$ cat src/rtl/vx_uop_expander_pkg.sv
// Shared definitions for the microcode expander: branch codes, FSM states and
// the micro-op ROM word layout for the default configuration.
package vx_uop_expander_pkg;

    localparam int UOP_DEPTH_DEF = 64;
    localparam int UPC_BITS_DEF  = $clog2(UOP_DEPTH_DEF);
    localparam int CNT_BITS_DEF  = 3;
    localparam int NR_BITS_DEF   = 6;
    localparam int CTRL_W_DEF    = 80;
    localparam int META_W_DEF    = 48;

    localparam logic [1:0] UBR_NEXT   = 2'd0;
    localparam logic [1:0] UBR_FINISH = 2'd1;
    localparam logic [1:0] UBR_LOOP   = 2'd2;
    localparam logic [1:0] UBR_RSVD   = 2'd3;

    typedef enum logic {
        ST_IDLE = 1'b0,
        ST_SEQ  = 1'b1
    } seq_state_e;

    // ROM word, MSB first; the low CTRL_W + 4*NR_BITS bits match the output word.
    typedef struct packed {
        logic [1:0]              ubr;
        logic [UPC_BITS_DEF-1:0] target;
        logic [CNT_BITS_DEF-1:0] loop_cnt;
        logic [NR_BITS_DEF-1:0]  stride;
        logic [CTRL_W_DEF-1:0]   ctrl;
        logic [NR_BITS_DEF-1:0]  rd;
        logic [NR_BITS_DEF-1:0]  rs1;
        logic [NR_BITS_DEF-1:0]  rs2;
        logic [NR_BITS_DEF-1:0]  rs3;
    } uop_rom_word_t;

    localparam int ROM_W_DEF = $bits(uop_rom_word_t);

endpackage

$ cat src/rtl/vx_uop_rom.sv
// Combinational tensor microcode table. Unlisted addresses decode to FINISH
// with an all-zero payload.
module vx_uop_rom
    import vx_uop_expander_pkg::*;
#(
    parameter int UOP_DEPTH = UOP_DEPTH_DEF,
    parameter int CNT_BITS  = CNT_BITS_DEF,
    parameter int NR_BITS   = NR_BITS_DEF,
    parameter int CTRL_W    = CTRL_W_DEF,
    localparam int UPC_BITS = $clog2(UOP_DEPTH),
    localparam int ROM_W    = 2 + UPC_BITS + CNT_BITS + 5 * NR_BITS + CTRL_W
) (
    input  logic [UPC_BITS-1:0] addr_i,
    output logic [ROM_W-1:0]    word_o
);

    function automatic logic [ROM_W-1:0] uop(
        input logic [1:0]  ubr,
        input int unsigned target,
        input int unsigned cnt,
        input int unsigned stride,
        input int unsigned ctrl,
        input int unsigned rd,
        input int unsigned rs1,
        input int unsigned rs2,
        input int unsigned rs3
    );
        return {ubr, UPC_BITS'(target), CNT_BITS'(cnt), NR_BITS'(stride), CTRL_W'(ctrl),
                NR_BITS'(rd), NR_BITS'(rs1), NR_BITS'(rs2), NR_BITS'(rs3)};
    endfunction

    always_comb begin
        word_o = uop(UBR_FINISH, 0, 0, 0, 0, 0, 0, 0, 0);
        case (addr_i)
            UPC_BITS'(0):  word_o = uop(UBR_NEXT,   8,  0, 0, 'h111,  1,  2,  3,  4);
            UPC_BITS'(8):  word_o = uop(UBR_FINISH, 0,  0, 0, 'h222,  5,  6,  7,  8);
            UPC_BITS'(20): word_o = uop(UBR_LOOP,   20, 3, 2, 'h333, 16, 33, 10,  0);
            UPC_BITS'(21): word_o = uop(UBR_FINISH, 0,  0, 0, 'h444,  9, 10, 11, 12);
            UPC_BITS'(30): word_o = uop(UBR_RSVD,   5,  0, 0, 'h666, 13, 14, 15, 16);
            UPC_BITS'(63): word_o = uop(UBR_LOOP,   63, 1, 3, 'h555, 62, 31,  0, 45);
            default:       word_o = uop(UBR_FINISH, 0,  0, 0, 0,      0,  0,  0,  0);
        endcase
    end

endmodule

$ cat src/rtl/vx_uop_expander.sv
// Decode-to-ibuffer microcode expander: passes ordinary instructions through and
// expands macros into ROM micro-op streams behind a single output register.
module vx_uop_expander
    import vx_uop_expander_pkg::*;
#(
    parameter int UOP_DEPTH = UOP_DEPTH_DEF,
    parameter int CNT_BITS  = CNT_BITS_DEF,
    parameter int NR_BITS   = NR_BITS_DEF,
    parameter int CTRL_W    = CTRL_W_DEF,
    parameter int META_W    = META_W_DEF,
    localparam int UPC_BITS = $clog2(UOP_DEPTH),
    localparam int OUT_W    = META_W + CTRL_W + 4 * NR_BITS,
    localparam int ROM_W    = 2 + UPC_BITS + CNT_BITS + 5 * NR_BITS + CTRL_W
) (
    input  logic                clk,
    input  logic                reset,
    input  logic                in_valid_i,
    output logic                in_ready_o,
    input  logic                in_uop_en_i,
    input  logic [UPC_BITS-1:0] in_entry_i,
    input  logic [OUT_W-1:0]    in_data_i,
    output logic                out_valid_o,
    input  logic                out_ready_i,
    output logic [OUT_W-1:0]    out_data_o,
    output logic                busy_o
);

    typedef struct packed {
        logic [1:0]          ubr;
        logic [UPC_BITS-1:0] target;
        logic [CNT_BITS-1:0] loop_cnt;
        logic [NR_BITS-1:0]  stride;
        logic [CTRL_W-1:0]   ctrl;
        logic [NR_BITS-1:0]  rd;
        logic [NR_BITS-1:0]  rs1;
        logic [NR_BITS-1:0]  rs2;
        logic [NR_BITS-1:0]  rs3;
    } rom_word_t;

    seq_state_e          state_q, state_d;
    logic [UPC_BITS-1:0] upc_q, upc_d;
    logic [CNT_BITS-1:0] iter_q, iter_d;
    logic [META_W-1:0]   meta_q, meta_d;
    logic                out_valid_q, out_valid_d;
    logic [OUT_W-1:0]    out_data_q, out_data_d;

    logic [ROM_W-1:0]    rom_raw;
    rom_word_t           rom_word;
    logic                load_ok;
    logic [NR_BITS-2:0]  reloc_ofs;
    logic [OUT_W-1:0]    emit_word;

    vx_uop_rom #(
        .UOP_DEPTH (UOP_DEPTH),
        .CNT_BITS  (CNT_BITS),
        .NR_BITS   (NR_BITS),
        .CTRL_W    (CTRL_W)
    ) u_rom (
        .addr_i (upc_q),
        .word_o (rom_raw)
    );

    assign rom_word = rom_word_t'(rom_raw);

    // Relocation touches only the index bits; the register-file select MSB is kept.
    function automatic logic [NR_BITS-1:0] reloc(input logic [NR_BITS-1:0] idx,
                                                 input logic [NR_BITS-2:0] ofs);
        return {idx[NR_BITS-1], idx[NR_BITS-2:0] + ofs};
    endfunction

    assign reloc_ofs = (NR_BITS-1)'(NR_BITS'(iter_q) * rom_word.stride);
    assign emit_word = {meta_q, rom_word.ctrl,
                        reloc(rom_word.rd,  reloc_ofs), reloc(rom_word.rs1, reloc_ofs),
                        reloc(rom_word.rs2, reloc_ofs), reloc(rom_word.rs3, reloc_ofs)};

    assign load_ok     = !out_valid_q || out_ready_i;
    assign in_ready_o  = (state_q == ST_IDLE) && load_ok;
    assign busy_o      = (state_q == ST_SEQ);
    assign out_valid_o = out_valid_q;
    assign out_data_o  = out_data_q;

    always_comb begin
        state_d     = state_q;
        upc_d       = upc_q;
        iter_d      = iter_q;
        meta_d      = meta_q;
        out_valid_d = out_ready_i ? 1'b0 : out_valid_q;
        out_data_d  = out_data_q;
        unique case (state_q)
            ST_IDLE: begin
                if (in_valid_i && in_ready_o) begin
                    if (in_uop_en_i) begin
                        meta_d  = in_data_i[OUT_W-1 -: META_W];
                        upc_d   = in_entry_i;
                        iter_d  = '0;
                        state_d = ST_SEQ;
                    end else begin
                        out_valid_d = 1'b1;
                        out_data_d  = in_data_i;
                    end
                end
            end
            ST_SEQ: begin
                if (load_ok) begin
                    out_valid_d = 1'b1;
                    out_data_d  = emit_word;
                    case (rom_word.ubr)
                        UBR_NEXT: upc_d = rom_word.target;
                        UBR_LOOP: begin
                            if (iter_q != rom_word.loop_cnt) begin
                                iter_d = iter_q + 1'b1;
                                upc_d  = rom_word.target;
                            end else begin
                                iter_d = '0;
                                upc_d  = (upc_q == UPC_BITS'(UOP_DEPTH - 1)) ? '0 : upc_q + 1'b1;
                            end
                        end
                        default: state_d = ST_IDLE;
                    endcase
                end
            end
        endcase
    end

    always_ff @(posedge clk) begin
        if (reset) begin
            state_q     <= ST_IDLE;
            upc_q       <= '0;
            iter_q      <= '0;
            meta_q      <= '0;
            out_valid_q <= 1'b0;
            out_data_q  <= '0;
        end else begin
            state_q     <= state_d;
            upc_q       <= upc_d;
            iter_q      <= iter_d;
            meta_q      <= meta_d;
            out_valid_q <= out_valid_d;
            out_data_q  <= out_data_d;
        end
    end

endmodule

$ cat config.mk
export PLATFORM = sky130hd
export DESIGN_NAME = vx_uop_expander
export DESIGN_NICKNAME = d
export VERILOG_FILES = /design/src/rtl/vx_uop_expander_pkg.sv /design/src/rtl/vx_uop_rom.sv /design/src/rtl/vx_uop_expander.sv
export SDC_FILE = /design/constraint.sdc
export NUM_CORES = 1
export LEC_CHECK = 0
export ABC_CLOCK_PERIOD_IN_PS = 6100
export BUFFER_PORTS_ARGS = -buffer_cell sky130_fd_sc_hd__buf_2
export CORE_UTILIZATION = 40
export DETAILED_ROUTE_END_ITERATION = 10
export PLACE_DENSITY = 0.66
export SYNTH_ARGS = -nofsm -noshare
export SYNTH_HDL_FRONTEND = slang
export SYNTH_SLANG_ARGS = --single-unit
export TNS_END_PERCENT = 5
$ cat constraint.sdc
create_clock -name clk -period 6.1 [get_ports clk]
set_input_delay 0.915 -clock clk [delete_from_list [all_inputs] [get_ports clk]]
set_output_delay 0.915 -clock clk [all_outputs]
set_load 0.02 [all_outputs]
==> Word-level counts from Yosys, hierarchy flattened <==
Cells that the tools add are included.
Widths: inputs -> output; s select.
{ "totals": {"inputBits": 163, "wordCells": 66, "output_inout_bits": 155, "register_bits": 211} }
{ "classes": {"n_reduce_logical": 11, "mul": 1, "n_mux": 28, "addsub": 6, "bitwise_logic": 1, "n_eq_ne": 13} }
{ "op_table": {"columns": ["operator", "count"], "rows": [
  ["$pmux 121 s6", 1],
  ["$mux 152", 3],
  ["$pmux 152 s2", 1],
  ["$mux 6", 5],
  ["$pmux 6 s2", 2],
  ["$add 5x5->5", 4],
  ["$eq 6x5->1 const B", 3],
  ["$mux 3", 5],
  ["$mux 1", 8],
  ["$reduce_and 4->1", 2],
  ["$add 6x1->6 const B", 1],
  ["$eq 6x4->1 const B", 1],
  ["$eq 6x6->1 const B", 1],
  ["$logic_not 6->1", 1],
  ["$mul 3x6->5", 1],
  ["$ne 2x1->1 const B", 3],
  ["$pmux 3 s2", 1],
  ["$reduce_and 3->1", 2],
  ["$ne 2x2->1 const B", 2],
  ["$pmux 1 s2", 2],
  ["$add 3x1->3 const B", 1],
  ["$ne 3x1->1 const B", 1],
  ["$ne 3x3->1", 1],
  ["$eq 2x2->1 const B", 1],
  ["6 further kinds", 7]
]} }

==> Longest topological paths before layout <==
{ "depth": {"ltp_word": 7, "mapped_depth": 16, "depth_no_buf": 15} }

==> Cells and area by module <==
From an unflattened synthesis, not the netlist that was laid out.
{ "unflattened": {"hier_cells": 1223, "area_unflattened_um2": 10864.2} }
{ "by_module_without_submodules": {"columns": ["module", "n_inst", "area_per_inst_um2", "cells_per_inst", "seq_area_each_um2"], "rows": [
  ["vx_uop_expander", 1, 9780.6, 1071, 4224.1],
  ["vx_uop_rom", 1, 1083.5, 152, 0.0]
]} }

==> Worst setup path after synthesis <==
Ideal clock, no wire load.
{ "synth_timing": {"path_type": "reg-to-reg", "start": "register upc_q[0]", "end": "register out_data_q[22], in the netlist out_data_o[22]", "path_buffers": 0, "setup_slack_ns": 2.750, "synth_period_minus_slack_ns": 3.350, "setup_ns": 0.128, "arrival_ns": 3.222, "required_ns": 5.972, "path_stages_with_launch": 14, "cell_sequence": "dfxtp_1 > inv_1 > ha_1 > or3b_4 > a21oi_4 > and2_1 > ha_1 > ha_1 > fa_1 > ha_1 > a21oi_1 > xnor2_1 > a222oi_1 > nor2_1"} }
{ "synth_between": {"elab_chain_len": 6, "word_cells_on_any_way": 11, "classes_between": "add/sub (1); mul (1); eq/ne (5); mux (3); reduce/logical (1)"} }
{ "synth_rtl": {"columns": ["element", "line_no", "text"], "rows": [
  ["from (decl)", "vx_uop_expander.sv:41", "logic [UPC_BITS-1:0] upc_q, upc_d;"],
  ["from (signal assigned)", "vx_uop_expander.sv:135", "upc_q <= upc_d;"],
  ["$eq 6x6->1, or another cell as far along", "vx_uop_rom.sv:34", "case (addr_i)"],
  ["$pmux 121 s6 *", "vx_uop_rom.sv:34", null],
  ["$mul 3x6->5", "vx_uop_expander.sv:71", "assign reloc_ofs = (NR_BITS-1)'(NR_BITS'(iter_q) * rom_word.stride);"],
  ["$add 5x5->5 *", "vx_uop_expander.sv:68", "return {idx[NR_BITS-1], idx[NR_BITS-2:0] + ofs};"],
  ["$mux 152 *", "vx_uop_expander.sv:104", "if (load_ok) begin"],
  ["$pmux 152 s2 *", "vx_uop_expander.sv:89", "unique case (state_q)"],
  ["to (signal assigned)", "vx_uop_expander.sv:139", "out_data_q <= out_data_d;"],
  ["to (decl)", "vx_uop_expander.sv:45", "logic [OUT_W-1:0] out_data_q, out_data_d;"]
]} }
Mark *: on every way between the ends. The rest lies on a longest branch, timed or not. The select of a mux whose other input is x is not followed.
A chain may end at the register's enable or synchronous reset.

==> Worst setup path after layout <==
{ "layout_timing": {"start": "register upc_q[3]", "end": "register out_data_q[22], in the netlist out_data_o[22]"} }
The elaborated chain is that of the path after synthesis.

==> out/results.tsv <==
stage	metric	value	unit
global_route	overflow	0	
logic_synthesis	synthCells	1102	
clocking	ctsResizeCount	0	
finish	seqCellArea	0.00423	sq mm
critical_path	crit_chain	inv_1, nor2_1, nand3_1, inv_1, and2_1, ha_1, ha_1, fa_1, ha_1, a21oi_1, xnor2_1, a222oi_1, nor2_1	
critical_path	crit_type	flip-flop to flip-flop	
floorplanning	dieArea	0.0238	sq mm
clocking	numCtsBuffers	24	
logic_synthesis	ys_warn_count	0	
critical_path	cp_slowest_stage_delay	640	ps
clocking	clk_pin_slew	60	ps
finish	drive_above_1_share	0.279	
finish	final_cell_mix	buf_2 (316), dfxtp_1 (210), nand2_1 (199)	
logic_synthesis	synth.area.top_cells	dfxtp_1 (46%), nand2_1 (8.1%), a21oi_1 (7.9%)	
global_route	grt_first_pass_wirelength	40.9	mm
timing	slew_headroom	0.329	
finish	area_growth	26.1	%
logic_synthesis	synth_edf_count	0	
drt	drt-initial-drc-count	538	
drt	wirelength	26.2	mm
drt	dr.pass1.iters	5	
critical_path	crit_arrival	4210	ps
logic_synthesis	synth_area_per_cell	8.41	sq um
logic_synthesis	async_flop_share	0	
logic_synthesis	synth_seq_cells	211	
timing	max_freq	259	MHz
critical_path	critical_path.top_delay_family	adder cells	
critical_path	cpMaxStageDelayCell	dfxtp_1	
logic_synthesis	synth_area	0.00927	sq mm
timing	hold_violations	0	
job	maxCapViolations	0	
logic_synthesis	yosys.area.top_type	dfxtp_1	
finish	multi_input_area	0.00461	sq mm
floorplanning	start_util	0.408	
drt	drtAntennaViolNets	0	
critical_path	critPathLaunchType	flip-flop	
power	vdd_ir_drop_max	0.211	mV
logic_synthesis	yosysTopAreaCellShare	0.456	
place	portBuffers	317	
status	status	complete, no violations	
drt	num_vias	8639	
clocking	cts_setup_buffers	0	
critical_path	worst-path-max-fanout	14	
power	p_leak	0.00511	uW
global_route	antenna_found_initial	8	
drt	wire_per_inst	15.7	microns
timing	fin_crit_sh	0.632	
finish	finalNetCount	1548	
timing	worst_pin_slew	1010	ps
timing	clock_skew	17.2	ps
floorplanning	die_x	154	microns
timing	finalCriticalPeriod	3850	ps
timing	slew_viol_final	0	
timing	setup_viol	0	
logic_synthesis	synth_nets	1289	
finish	layout_commonest_cell	buf_2	
critical_path	cp_common_cell	ha_1	
logic_synthesis	ys.flop_type	dfxtp_1	
floorplanning	placementRows	55	
floorplanning	coreArea	0.0227	sq mm
logic_synthesis	yosys.cell_types.count	63	
timing	finalSetupTns	0	ps
finish	fill_cells	2233	
clocking	htreeDepth	1	
critical_path	required	6460	ps
hold_path	hold_path_class	flip-flop to flip-flop	
clocking	cts_root_buf	clkbuf_16	
place	post-place-ws	2340	ps
floorplanning	die_h	154	microns
global_route	grt_max_degree	81	
clocking	clkSinkCount	211	
logic_synthesis	ys_seq_area_frac	0.456	
drt	drc_errors	0	
global_route	grt_usage	0.209	
clocking	cts_hold_buf	0	
drt	via_per_inst	5.18	
clocking	clkLatencyLatePin	510	ps
critical_path	worstSetupEndpointType	flip-flop	
timing	post-route-worst-setup-slack	2250	ps
clocking	cts_tree	yes	
timing	rsz0062_at_grt	no	
place	post-dp-hpwl	17.6	mm
critical_path	critPathBufInv	2	
global_route	grt_pass1_vias	7907	
floorplanning	boundaryPins	318	
clocking	clock_path_buffers	3	
place	gp_congestion	0.870	
power	power_density	309	mW/mm^2
[power by group]
group          switching [uW]  internal (uW)  leakage, uW
sequential               66.6           1480      0.00173
combinational             415            240      0.00298
clock                     559            852     0.000394
total                    1040           2570      0.00511
[logic make-up (layout without fill, tap and decap cells)]
kind of cell               Yosys count  in the layout  share of synthesized area
and+or+nand+nor                    418            418                      0.197
DFF                                211            211                      0.456
adders and majority gates           24             24                     0.0340
AOI/OAI and AO/OA                  267            267                      0.182
other                                0              4                          0
buffers and inverters              103            379                     0.0486
xor gates and xnor gates            21             21                     0.0198
muxes                               58             58                     0.0628
[cells in the mapped netlist, types with 8 or more instances]
cell / number
xnor2_1: 14
nor2_1: 95
dfxtp_1: 211
mux2i_1: 57
and2_1: 9
a21o_1: 10
nand2_1: 201
o21ai_0: 10
ha_1: 22
nand3_1: 79
a211oi_1: 69
inv_1: 10
a21oi_1: 146
buf_1: 8
clkbuf_1: 74
[per-stage QoR]
stage,util,power [uW],hold slack (ps),area (sq um),instances
after floorplan,-,2020,433,9270,1102
after global placement,0.480,2230,438,10900,1620
after detailed placement,0.480,2240,441,10900,1620
after CTS,0.514,3660,449,11700,1663
after global routing,0.514,3790,471,11700,1665
final,0.515,3610,448,11700,1667
[final cells by class]
| class | count | area share |
|---|---|---|
| inverters | 10 | 0.00321 |
| diodes | 4 | 0.000856 |
| well taps | 285 | 0.0305 |
| clock buffers | 35 | 0.0610 |
| repair buffers | 326 | 0.142 |
| multi-input cells | 788 | 0.394 |
| clock inverters | 8 | 0.00653 |
| flip-flops and latches | 211 | 0.362 |
[sequential cells by signal, indices dropped and copies added (netlist names)]
signal	flops
upc_q	6
iter_q	3
out_valid_o	1
out_data_o	152
meta_q	48
busy_o	1
[worst min-delay path: cells and delay by family (launching register included)]
kind | cells | cell delay [ps]
compound gates | 1 | 50
flops | 1 | 300
simple gates | 1 | 50
[worst paths after layout]
check | end | cells after the start | slack, ps | startpoint
max | out_data_o[22]$_SDFFE_PP0P_ | 13 | 2250 | upc_q[3]$_SDFFE_PP0P_
min | out_data_o[2]$_SDFFE_PP0P_ | 2 | 450 | out_data_o[2]$_SDFFE_PP0P_
max reg2reg | out_data_o[22]$_SDFFE_PP0P_ | 13 | 2250 | upc_q[3]$_SDFFE_PP0P_
min reg2reg | out_data_o[2]$_SDFFE_PP0P_ | 2 | 450 | out_data_o[2]$_SDFFE_PP0P_
[routing by layer]
layer	global-route usage	share of wire
met1	0.264	0.44
met2	0.335	0.45
met3	0.0639	0.076
met4	0.0767	0.030
met5	0	0.0018
(Power assumes the default switching activity.)
